File: config.mk
export PLATFORM = sky130hd
export DESIGN_NAME = serial_adder
export DESIGN_NICKNAME = d
export VERILOG_FILES = /design/src/rtl/serial_adder.sv
export SDC_FILE = /design/constraint.sdc
export NUM_CORES = 1
export LEC_CHECK = 0
export CAP_MARGIN = 10
export CORE_MARGIN = 2
export CORE_UTILIZATION = 37
export CTS_BUF_LIST = sky130_fd_sc_hd__clkbuf_16
export DETAILED_ROUTE_END_ITERATION = 10
export PLACE_DENSITY_LB_ADDON = 0.08
export SYNTH_ARGS = -nofsm -noshare
export SYNTH_HDL_FRONTEND = slang
export SYNTH_SLANG_ARGS = --single-unit
File: constraint.sdc
create_clock -name clk -period 1.4 [get_ports clk]
set_clock_uncertainty 0.15 [all_clocks]
set_input_delay 0.28 -clock clk [delete_from_list [all_inputs] [get_ports clk]]
set_output_delay 0.28 -clock clk [all_outputs]
set_load 0.1 [all_outputs]
File: src/rtl/serial_adder.sv
// Bit-serial WIDTH-bit adder: one full-adder cell is fed one operand bit
// pair per clock, LSB first. A carry flip-flop closes the loop between the
// cell's carry-out and carry-in. Results are registered and held until the
// next addition completes.

// Single-bit full adder cell.
module fulladder (
    input  logic a_i,
    input  logic b_i,
    input  logic c_i,
    output logic s_o,
    output logic c_o
);

    assign s_o = a_i ^ b_i ^ c_i;
    assign c_o = (a_i & b_i) | (c_i & (a_i ^ b_i));

endmodule

module serial_adder #(
    parameter int WIDTH = 8
) (
    input  logic             clk,
    input  logic             rst,
    input  logic             start,
    input  logic [WIDTH-1:0] a,
    input  logic [WIDTH-1:0] b,
    input  logic             c_in,
    output logic             busy,
    output logic             done,
    output logic [WIDTH-1:0] sum,
    output logic             c_out,
    output logic             overflow
);

    localparam int CW = $clog2(WIDTH);
    localparam logic [CW-1:0] CNT_LAST = CW'(WIDTH - 1);
    localparam logic [CW-1:0] CNT_PREV = CW'(WIDTH - 2);
    localparam logic [CW-1:0] CNT_ONE  = CW'(1);

    typedef enum logic {
        S_IDLE = 1'b0,
        S_RUN  = 1'b1
    } state_t;

    state_t           state_q;
    logic [WIDTH-1:0] opa_q;
    logic [WIDTH-1:0] opb_q;
    logic [WIDTH-1:0] acc_q;
    logic             carry_q;
    logic             prev_carry_q;
    logic [CW-1:0]    cnt_q;
    logic             busy_q;
    logic             done_q;
    logic [WIDTH-1:0] sum_q;
    logic             c_out_q;
    logic             overflow_q;

    logic             fa_sum;
    logic             fa_cout;
    logic [WIDTH-1:0] acc_d;

    fulladder u_fa (
        .a_i (opa_q[0]),
        .b_i (opb_q[0]),
        .c_i (carry_q),
        .s_o (fa_sum),
        .c_o (fa_cout)
    );

    // New sum bit enters at the MSB so that after WIDTH shifts bit 0 is the LSB.
    assign acc_d = {fa_sum, acc_q[WIDTH-1:1]};

    // Sequencer: operand capture, per-bit shifting and result registration.
    always_ff @(posedge clk) begin
        if (rst) begin
            state_q      <= S_IDLE;
            opa_q        <= '0;
            opb_q        <= '0;
            acc_q        <= '0;
            carry_q      <= 1'b0;
            prev_carry_q <= 1'b0;
            cnt_q        <= '0;
            busy_q       <= 1'b0;
            done_q       <= 1'b0;
            sum_q        <= '0;
            c_out_q      <= 1'b0;
            overflow_q   <= 1'b0;
        end else begin
            done_q <= 1'b0;
            case (state_q)
                S_IDLE: begin
                    if (start) begin
                        opa_q   <= a;
                        opb_q   <= b;
                        carry_q <= c_in;
                        cnt_q   <= '0;
                        busy_q  <= 1'b1;
                        state_q <= S_RUN;
                    end else begin
                        busy_q  <= 1'b0;
                        state_q <= S_IDLE;
                    end
                end
                S_RUN: begin
                    opa_q   <= opa_q >> 1;
                    opb_q   <= opb_q >> 1;
                    acc_q   <= acc_d;
                    carry_q <= fa_cout;
                    cnt_q   <= cnt_q + CNT_ONE;
                    // Carry into the MSB, needed for the overflow flag.
                    if (cnt_q == CNT_PREV) begin
                        prev_carry_q <= fa_cout;
                    end else begin
                        prev_carry_q <= prev_carry_q;
                    end
                    if (cnt_q == CNT_LAST) begin
                        sum_q      <= acc_d;
                        c_out_q    <= fa_cout;
                        overflow_q <= fa_cout ^ prev_carry_q;
                        done_q     <= 1'b1;
                        busy_q     <= 1'b0;
                        state_q    <= S_IDLE;
                    end else begin
                        busy_q  <= 1'b1;
                        state_q <= S_RUN;
                    end
                end
                default: begin
                    busy_q  <= 1'b0;
                    state_q <= S_IDLE;
                end
            endcase
        end
    end

    assign busy     = busy_q;
    assign done     = done_q;
    assign sum      = sum_q;
    assign c_out    = c_out_q;
    assign overflow = overflow_q;

endmodule

==> implementation parameters, run 1 <==
Parameter                              Value

Global routing
  Total congestion overflow after global routing ... 0
  Vias in the first global route ... 1,231
  Pin count of the biggest net entering global routing ... 25
  Total global routing track utilization ... 0.141
  Global-route wire length before repair ... 5870 µm
  Number of antenna violations at the first check in global routing ... 0

Floorplan
  Effective utilization at floorplan ... 0.382
  Vert. Die Dim ... 73.6 µm
  Die Wd ... 73.6 µm
  Die area ... 5410 µm²
  I/O pin count ... 32
  Number of rows in the core area ... 25
  Core Footprint ... 4690 µm²

Setup path
  Most frequent cell on the critical path ... sky130_fd_sc_hd__ha_4
  Crit. End Element ... flip-flop
  Kind of cell adding the most delay to the critical path ... flip-flops
  Stage delay of the slowest cell on the critical path ... 350 ps
  Critical path's slowest cell ... sky130_fd_sc_hd__dfxtp_4
  Kind of launch point of the worst setup path ... flip-flop
  Worst Path Class, Setup ... flip-flop to flip-flop
  Cell-by-cell trace of the critical path ... ha_4 > ha_4 > buf_12 > a21bo_2 > a21oi_1
  Terminus of the critical flop-to-flop path ... c_out$_SDFFE_PP0P_
  Crit Path Max Fanout ... 9
  Critical Path RT ... 1450 ps
  Critical path buffers and inverters ... 1
  Arrival @ worst endpoint ... 1450 ps
  Crit Reg-Reg Startpoint ... cnt_q[1]$_SDFFE_PP0P_
  Cell depth of the worst flop-to-flop path ... 5
  Internal reg-to-reg setup slack ... about 3.6 ps

Synthesis
  Async set-reset flop share out of synthesis ... 0
  Cells after synthesis ... 171
  Number of enable-type register cells in the synthesized netlist ... 0
  Mean Syn Cell Area ... 10.5 µm²
  Synth warn ... 0
  Share of synthesized cell area in and, or, nand and nor gates ... 0.138
  Top cell type by total area after synthesis ... sky130_fd_sc_hd__dfxtp_1
  Share of the synthesized netlist area taken by xor and xnor gates ... 0.00489
  Multiplexer fraction of the synthesized cell area ... 0.140
  Ranking of synthesized cells by area ... sky130_fd_sc_hd__dfxtp_1 45%, sky130_fd_sc_hd__mux2i_1 14%, sky130_fd_sc_hd__nor2b_1 5.2%
  Dominant cell by count in the synthesized netlist ... sky130_fd_sc_hd__dfxtp_1
  Most used flip-flop cell after synthesis ... sky130_fd_sc_hd__dfxtp_1
  Number of nets in the synthesized netlist ... 195
  Top-area cell type share of the netlist area ... 0.447
  Dominant combinational cell family by area after synthesis ... compound AO/OA/AOI/OAI gates
  Number of library cell types mapped by synthesis ... 25
  Flop and latch count out of synthesis ... 40
  Cell types with the highest counts after synthesis ... 40 x sky130_fd_sc_hd__dfxtp_1, 25 x sky130_fd_sc_hd__mux2i_1, 15 x sky130_fd_sc_hd__nor2b_1, 12 x sky130_fd_sc_hd__a21oi_1, 10 x sky130_fd_sc_hd__nand3_1
  Cell area after synthesis ... 1790 µm²
  Adder-Cell Fraction of Synth Area ... 0.0321
  Sequential-to-total area share from yosys stat ... 0.447
  Post-synthesis compound-gate area fraction ... 0.180

Route
  DRT Pass-1 Iters ... 3
  Post-detailed-route via-to-cell ratio ... around 5.0
  Routed length per placed instance ... 13.5 µm
  Iteration-0 DRC Markers ... 72
  Via count of the routed design ... 1,312
  Total wire length ... ~3500 µm
  Remaining design rule violation count ... 0
  Antenna viol nets, final ... 0

Pwr
  Clock share of power ... 0.401
  Sw Pwr ... between 0.5 and 0.6 mW
  Overall power consumption ... 2.60 mW
  Proportion of power drawn by combinational gates ... 0.126
  Internal cell power ... 2.01 mW
  Total power per unit cell area ... between 1000 and 1500 nW/µm²
  Worst ir drop on vdd ... ~0.86 mV
  Leakage power figure ... 0.992 nW
  Fraction of power spent switching nets ... 0.227
  Seq pwr share ... 0.473

CTS
  Clk pin slew, worst setup/hold paths ... 60 ps
  Number of buffers created by CTS ... 5
  Clock sink count ... 40
  Clock tree from TritonCTS ... yes
  Post-cts hold buffer count ... 0
  CTS Root Buffer Type ... sky130_fd_sc_hd__clkbuf_16
  Clock insertion delay at the later pin of the skew report ... 270 ps
  # H-tree levels ... 2
  Maximum buffer depth of the clock tree ... 2

Cells and area
  Fraction of the core area covered by cells at the end of the flow ... 0.548
  Total inserted antenna cells ... 0
  Syn-to-layout area delta ... 43.7%
  Non-Filler Cell Area, Final ... 2570 µm²
  Proportion of layout cells with a drive suffix above 1 ... 0.346
  Net total in the final layout ... 231

Placed design
  I/O Buffers ... 31
  Routability Congestion ... between 0.7 and 0.8
  Placed Instance Area ... 2340 µm²
  HPWL after detailed placement ... 2400 µm

Min path
  Number of cells on the worst hold path ... 2
  Worst hold path startpoint ... acc_q[7]$_SDFFE_PP0P_
  HP Class ... flip-flop to flip-flop
  Destination of the worst hold path ... sum[6]$_SDFFE_PP0P_

STA
  Setup repair after global routing missed its margin ... yes
  Worst-margin pin slew ... 332 ps
  Max Clock Freq ... about 720 MHz
  Final-report hold violation count ... 0
  Total count of max-transition violations in the final report ... 0
  Final worst-path cycle share ... 0.997
  Count of endpoints failing setup in the final report ... 0
  Min Clock Period, post-route ... 1400 ps
  Worst hold slack across all endpoints ... between 300 and 400 ps
  Tightest slew margin relative to the limit ... 0.779
  Final TNS setup ... 0 ps

Run
  Max-cap violations ... 0

Outcome
  Result of the run ... complete, no violations
-- cells in the final DEF (no fill, tap or decap) --
cell                              synthesis  final
sky130_fd_sc_hd__a21bo_2                  9      9
sky130_fd_sc_hd__dfxtp_2                  0     12
sky130_fd_sc_hd__nand2b_1                 4      4
sky130_fd_sc_hd__nor2_1                   9      9
sky130_fd_sc_hd__xnor2_1                  1      1
sky130_fd_sc_hd__ha_4                     0      2
sky130_fd_sc_hd__nand3_1                 10     10
sky130_fd_sc_hd__buf_4                    2      8
sky130_fd_sc_hd__clkbuf_16                0      5
sky130_fd_sc_hd__a311oi_1                 1      1
sky130_fd_sc_hd__a211oi_2                 7      7
sky130_fd_sc_hd__or3b_1                   3      3
sky130_fd_sc_hd__nand2_1                  2      2
sky130_fd_sc_hd__dfxtp_4                  0      2
sky130_fd_sc_hd__clkinv_1                 0      1
sky130_fd_sc_hd__dfxtp_1                 40     26
sky130_fd_sc_hd__nor2b_1                 15     15
sky130_fd_sc_hd__a211oi_1                 9      9
sky130_fd_sc_hd__a21oi_1                 12      5
sky130_fd_sc_hd__fa_2                     0      1
sky130_fd_sc_hd__inv_1                    1      3
sky130_fd_sc_hd__buf_16                   0      1
sky130_fd_sc_hd__mux2i_1                 25     25
sky130_fd_sc_hd__a21oi_2                  1      8
sky130_fd_sc_hd__nor3_1                   2      2
sky130_fd_sc_hd__buf_12                   0     16
sky130_fd_sc_hd__clkdlybuf4s50_1          0     19
sky130_fd_sc_hd__inv_2                    1      1
sky130_fd_sc_hd__ha_1                     3      1
-- state kept, by name, indices dropped and copies added (netlist names) --
register and flops:
carry_q 1, overflow 1, sum 8, opb_q 8
prev_carry_q 1, c_out 1, opa_q 8, busy 1
done 1, acc_q 7, cnt_q 3
-- power by group through the flow --
stage / Combinational, mW / Clock (mW) / Sequential [mW]
final: 0.327 / 1.04 / 1.23
after global placement: 0.310 / 0 / 1.25
after detailed placement: 0.320 / 0 / 1.26
after global routing: 0.356 / 1.13 / 1.24
after floorplan: 0.202 / 0 / 1.25
after CTS: 0.331 / 1.07 / 1.23
-- worst max path at each step --
stage,startpoint,to,slack (ps),depth (start not counted)
after global routing,opa_q[0]$_SDFFE_PP0P_,overflow$_SDFFE_PP0P_,-50,3
after CTS,cnt_q[1]$_SDFFE_PP0P_,sum[7]$_SDFFE_PP0P_,5,5
after floorplan,carry_q$_SDFFE_PP0P_,overflow$_SDFFE_PP0P_,6,3
after detailed placement,start,opa_q[2]$_SDFFE_PP0P_,-280,4
after global placement,start,cnt_q[2]$_SDFFE_PP0P_,-200,4
final,cnt_q[1]$_SDFFE_PP0P_,c_out$_SDFFE_PP0P_,4,5
-- kinds of logic (layout without fill, tap and decap cells) --
| family | after synthesis | after routing |
|---|---|---|
| flops | 40 | 40 |
| buf+inv | 17 | 54 |
| simple gates | 45 | 45 |
| mux | 25 | 25 |
| fa+ha+maj | 4 | 4 |
| compound gates | 39 | 39 |
| xor+xnor | 1 | 1 |
-- worst min-delay path, delay by kind of cell, from the launching register on --
family	cells	cell delay (ps)
flops	1	320
simple gates	1	60
compound gates	1	50
-- through the flow --
step	instances	worst slack [ps]
after CTS	262	4.52
after detailed placement	252	-275
after global placement	252	-204
final	262	3.59
after floorplan	171	5.54
after global routing	262	-52.3
-- timing repair --
action / 4_1_cts / 5_1_grt
buffers inserted: 1 / 0
pin swaps: 1 / 4
gates resized for setup: 6 / 12
setup endpoints to repair: 11 / 12
gates cloned: 1 / 0
-- layer usage --
layer | GRT usage | vias to the layer above | wire length, µm
met5 | 0 | - | 0
met4 | 0.0545 | 0 | 56
met3 | 0.0370 | 6 | 109
met2 | 0.206 | 19 | 1600
met1 | 0.198 | 605 | 1780
li1 | - | 682 | -
-- area by class of cell --
| class | count | area [µm²] |
|---|---|---|
| clock inverter | 3 | 11.3 |
| tap | 54 | 67.6 |
| multi-input combinational | 114 | 940 |
| clock buffer | 5 | 125 |
| fill | 407 | 2120 |
| inverter | 2 | 7.51 |
| sequential | 40 | 823 |
| timing repair buffer | 44 | 598 |
Power figures use the tool's default switching activity.
==> run 2, diff against run 1 <==
--- a/config.mk
+++ b/config.mk
@@ -10,7 +10,6 @@
 export CORE_UTILIZATION = 37
 export CTS_BUF_LIST = sky130_fd_sc_hd__clkbuf_16
 export DETAILED_ROUTE_END_ITERATION = 10
-export PLACE_DENSITY_LB_ADDON = 0.08
 export SYNTH_ARGS = -nofsm -noshare
 export SYNTH_HDL_FRONTEND = slang
 export SYNTH_SLANG_ARGS = --single-unit
==> run 2 against run 1 <==
The flow now finishes with violations (setup timing). Clock power barely moved. Sequential cell count is the same. Final cell count increased by 1.1%. Wire length rose by 7.4%. Utilization rose by 0.69 points. Combinational power about the same. Worst setup slack got worse by 21 ps. Non-clock buffer count up 3. Fmax down 1.5%.
==> implementation parameters, run 2 (same netlist as run 1, synthesis figures left out) <==
Parameter                              Value

Route
  Via count of the routed design ... 1,365
  Total wire length ... 3810 µm
  Remaining design rule violation count ... 0
  Antenna viol nets, final ... 0
  Routed length per placed instance ... 14.4 µm
  Iteration-0 DRC Markers ... 69
  Post-detailed-route via-to-cell ratio ... 5.15
  DRT Pass-1 Iters ... 4

STA
  Fin worst setup slack ... -17.6 ps
  Worst-margin pin slew ... 336 ps
  Count of endpoints failing setup in the final report ... 1
  Worst hold slack across all endpoints ... ~320 ps
  Tightest slew margin relative to the limit ... 0.776
  Final-report hold violation count ... 0
  Final worst-path cycle share ... 1.01
  Total count of max-transition violations in the final report ... 0
  Min Clock Period, post-route ... 1420 ps
  Setup repair after global routing missed its margin ... yes
  Max Clock Freq ... 705 MHz

Placed design
  Routability Congestion ... 0.771
  Post-placement worst setup slack ... -235 ps
  HPWL after detailed placement ... 2480 µm
  I/O Buffers ... 31

CTS
  Number of buffers created by CTS ... 5
  Clock sink count ... 40
  Maximum buffer depth of the clock tree ... 2
  Clk pin slew, worst setup/hold paths ... 60 ps
  Clock tree from TritonCTS ... yes
  CTS Root Buffer Type ... sky130_fd_sc_hd__clkbuf_16
  Clock insertion delay at the later pin of the skew report ... 280 ps
  # H-tree levels ... 2
  Post-cts hold buffer count ... 0

Min path
  Number of cells on the worst hold path ... 4
  Worst hold path startpoint ... start
  HP Class ... input pin to flip-flop
  Destination of the worst hold path ... cnt_q[0]$_SDFFE_PP0P_

Setup path
  Worst Path Class, Setup ... flip-flop to flip-flop
  Crit Reg-Reg Startpoint ... opa_q[0]$_SDFFE_PP0P_
  Crit Path Max Fanout ... 3
  Internal reg-to-reg setup slack ... -20 ps
  Crit. End Element ... flip-flop
  Critical Path RT ... 1430 ps
  Terminus of the critical flop-to-flop path ... overflow$_SDFFE_PP0P_
  Cell depth of the worst flop-to-flop path ... 3
  Arrival @ worst endpoint ... 1440 ps
  Kind of launch point of the worst setup path ... flip-flop

Floorplan
  Vert. Die Dim ... ~74 µm
  Effective utilization at floorplan ... 0.382
  Core Footprint ... 4690 µm²
  Die area ... approximately 5400 µm²
  Number of rows in the core area ... 25
  Die Wd ... 73.6 µm
  I/O pin count ... 32

Global routing
  Total congestion overflow after global routing ... 0
  Number of antenna violations at the first check in global routing ... 0
  Vias in the first global route ... 1,380
  Total global routing track utilization ... 0.156
  Pin count of the biggest net entering global routing ... 19
  Global-route wire length before repair ... 6490 µm

Cells and area
  Total inserted antenna cells ... 0
  Most frequent cells in the layout ... 26 x sky130_fd_sc_hd__dfxtp_1, 25 x sky130_fd_sc_hd__mux2i_1, 18 x sky130_fd_sc_hd__clkdlybuf4s50_1, 15 x sky130_fd_sc_hd__nor2b_1, 15 x sky130_fd_sc_hd__buf_12
  Most common cell after layout, fill and taps aside ... sky130_fd_sc_hd__dfxtp_1
  Net total in the final layout ... 234
  Syn-to-layout area delta ... 45.5%
  Proportion of layout cells with a drive suffix above 1 ... 0.374
  Fill cell instance count of the final layout ... 416

Pwr
  Worst ir drop on vdd ... 0.425 mV
  Leakage power figure ... between 1 and 1.5 nW
  Total power per unit cell area ... 1010 nW/µm²

Outcome
  Violations in the final reports ... setup timing
  Result of the run ... complete, but fails checks

Run
  Max-cap violations ... 0
[run 2: cell count changes in the layout (fill, tap and decap cells not counted), sizes merged]
| cell | before | now |
|---|---|---|
| clkdlybuf4s50 | 19 | 18 |
| buf | 25 | 28 |
| dlymetal6s2s | 0 | 1 |
[run 2: stage by stage]
step	utilization	cell area, µm²	power [mW]	instances	TNS, ps
floorplan	-	1810	1.45	171	0
global placement	0.497	2330	1.56	254	-4090
detailed placement	0.497	2330	1.57	254	-5550
CTS	0.541	2540	2.64	264	-17.7
global route	0.555	2610	2.74	265	-77.5
finish	0.555	2610	2.62	265	-17.6
[run 2: final cells by class]
cell class / instances / area [µm²] / share of cell area
Multi-Input combinational cell: 114 / 957 / 0.367
Clock inverter: 3 / 12.5 / 0.00480
Tap cell: 54 / 67.6 / 0.0259
Inverter: 2 / 7.51 / 0.00288
Sequential cell: 40 / 821 / 0.315
Timing Repair Buffer: 47 / 614 / 0.236
Clock buffer: 5 / 125 / 0.0480
[run 2: what timing repair did]
item,CTS,global route
gates cloned,1,0
resized for setup,7,13
buffers inserted,1,1
pin swaps,1,5
setup endpoints to repair,11,20
[run 2: worst max-delay path by stage]
| stage | slack, ps | endpoint | depth (start not counted) | start |
|---|---|---|---|---|
| finish | -20 | overflow$_SDFFE_PP0P_ | 3 | opa_q[0]$_SDFFE_PP0P_ |
| floorplan | 6 | overflow$_SDFFE_PP0P_ | 3 | carry_q$_SDFFE_PP0P_ |
| global placement | -200 | cnt_q[2]$_SDFFE_PP0P_ | 4 | start |
| detailed placement | -230 | cnt_q[1]$_SDFFE_PP0P_ | 4 | start |
| CTS | -20 | overflow$_SDFFE_PP0P_ | 3 | carry_q$_SDFFE_PP0P_ |
| global route | -50 | overflow$_SDFFE_PP0P_ | 3 | opa_q[0]$_SDFFE_PP0P_ |
[run 2: report_power, final]
group | internal (mW) | leakage (nW) | switching (mW)
Clock | 0.643 | 0.0762 | 0.418
Sequential | 1.19 | 0.334 | 0.0415
Combinational | 0.176 | 0.606 | 0.155
[run 2: per-layer routing]
metal  vias to the layer above  wire length (µm)  GRT usage
met4                         0                73     0.0707
met1                       645              1740      0.203
met3                         5               169     0.0425
met5                         -                 0          0
met2                        33              1820      0.242
li1                        682                 -          -
[run 2: worst max-delay path, stage by stage (launching register included)]
cell and delay [ps]:
sky130_fd_sc_hd__dfxtp_2 330, sky130_fd_sc_hd__fa_2 420, sky130_fd_sc_hd__xnor2_2 150, sky130_fd_sc_hd__a311oi_1 260
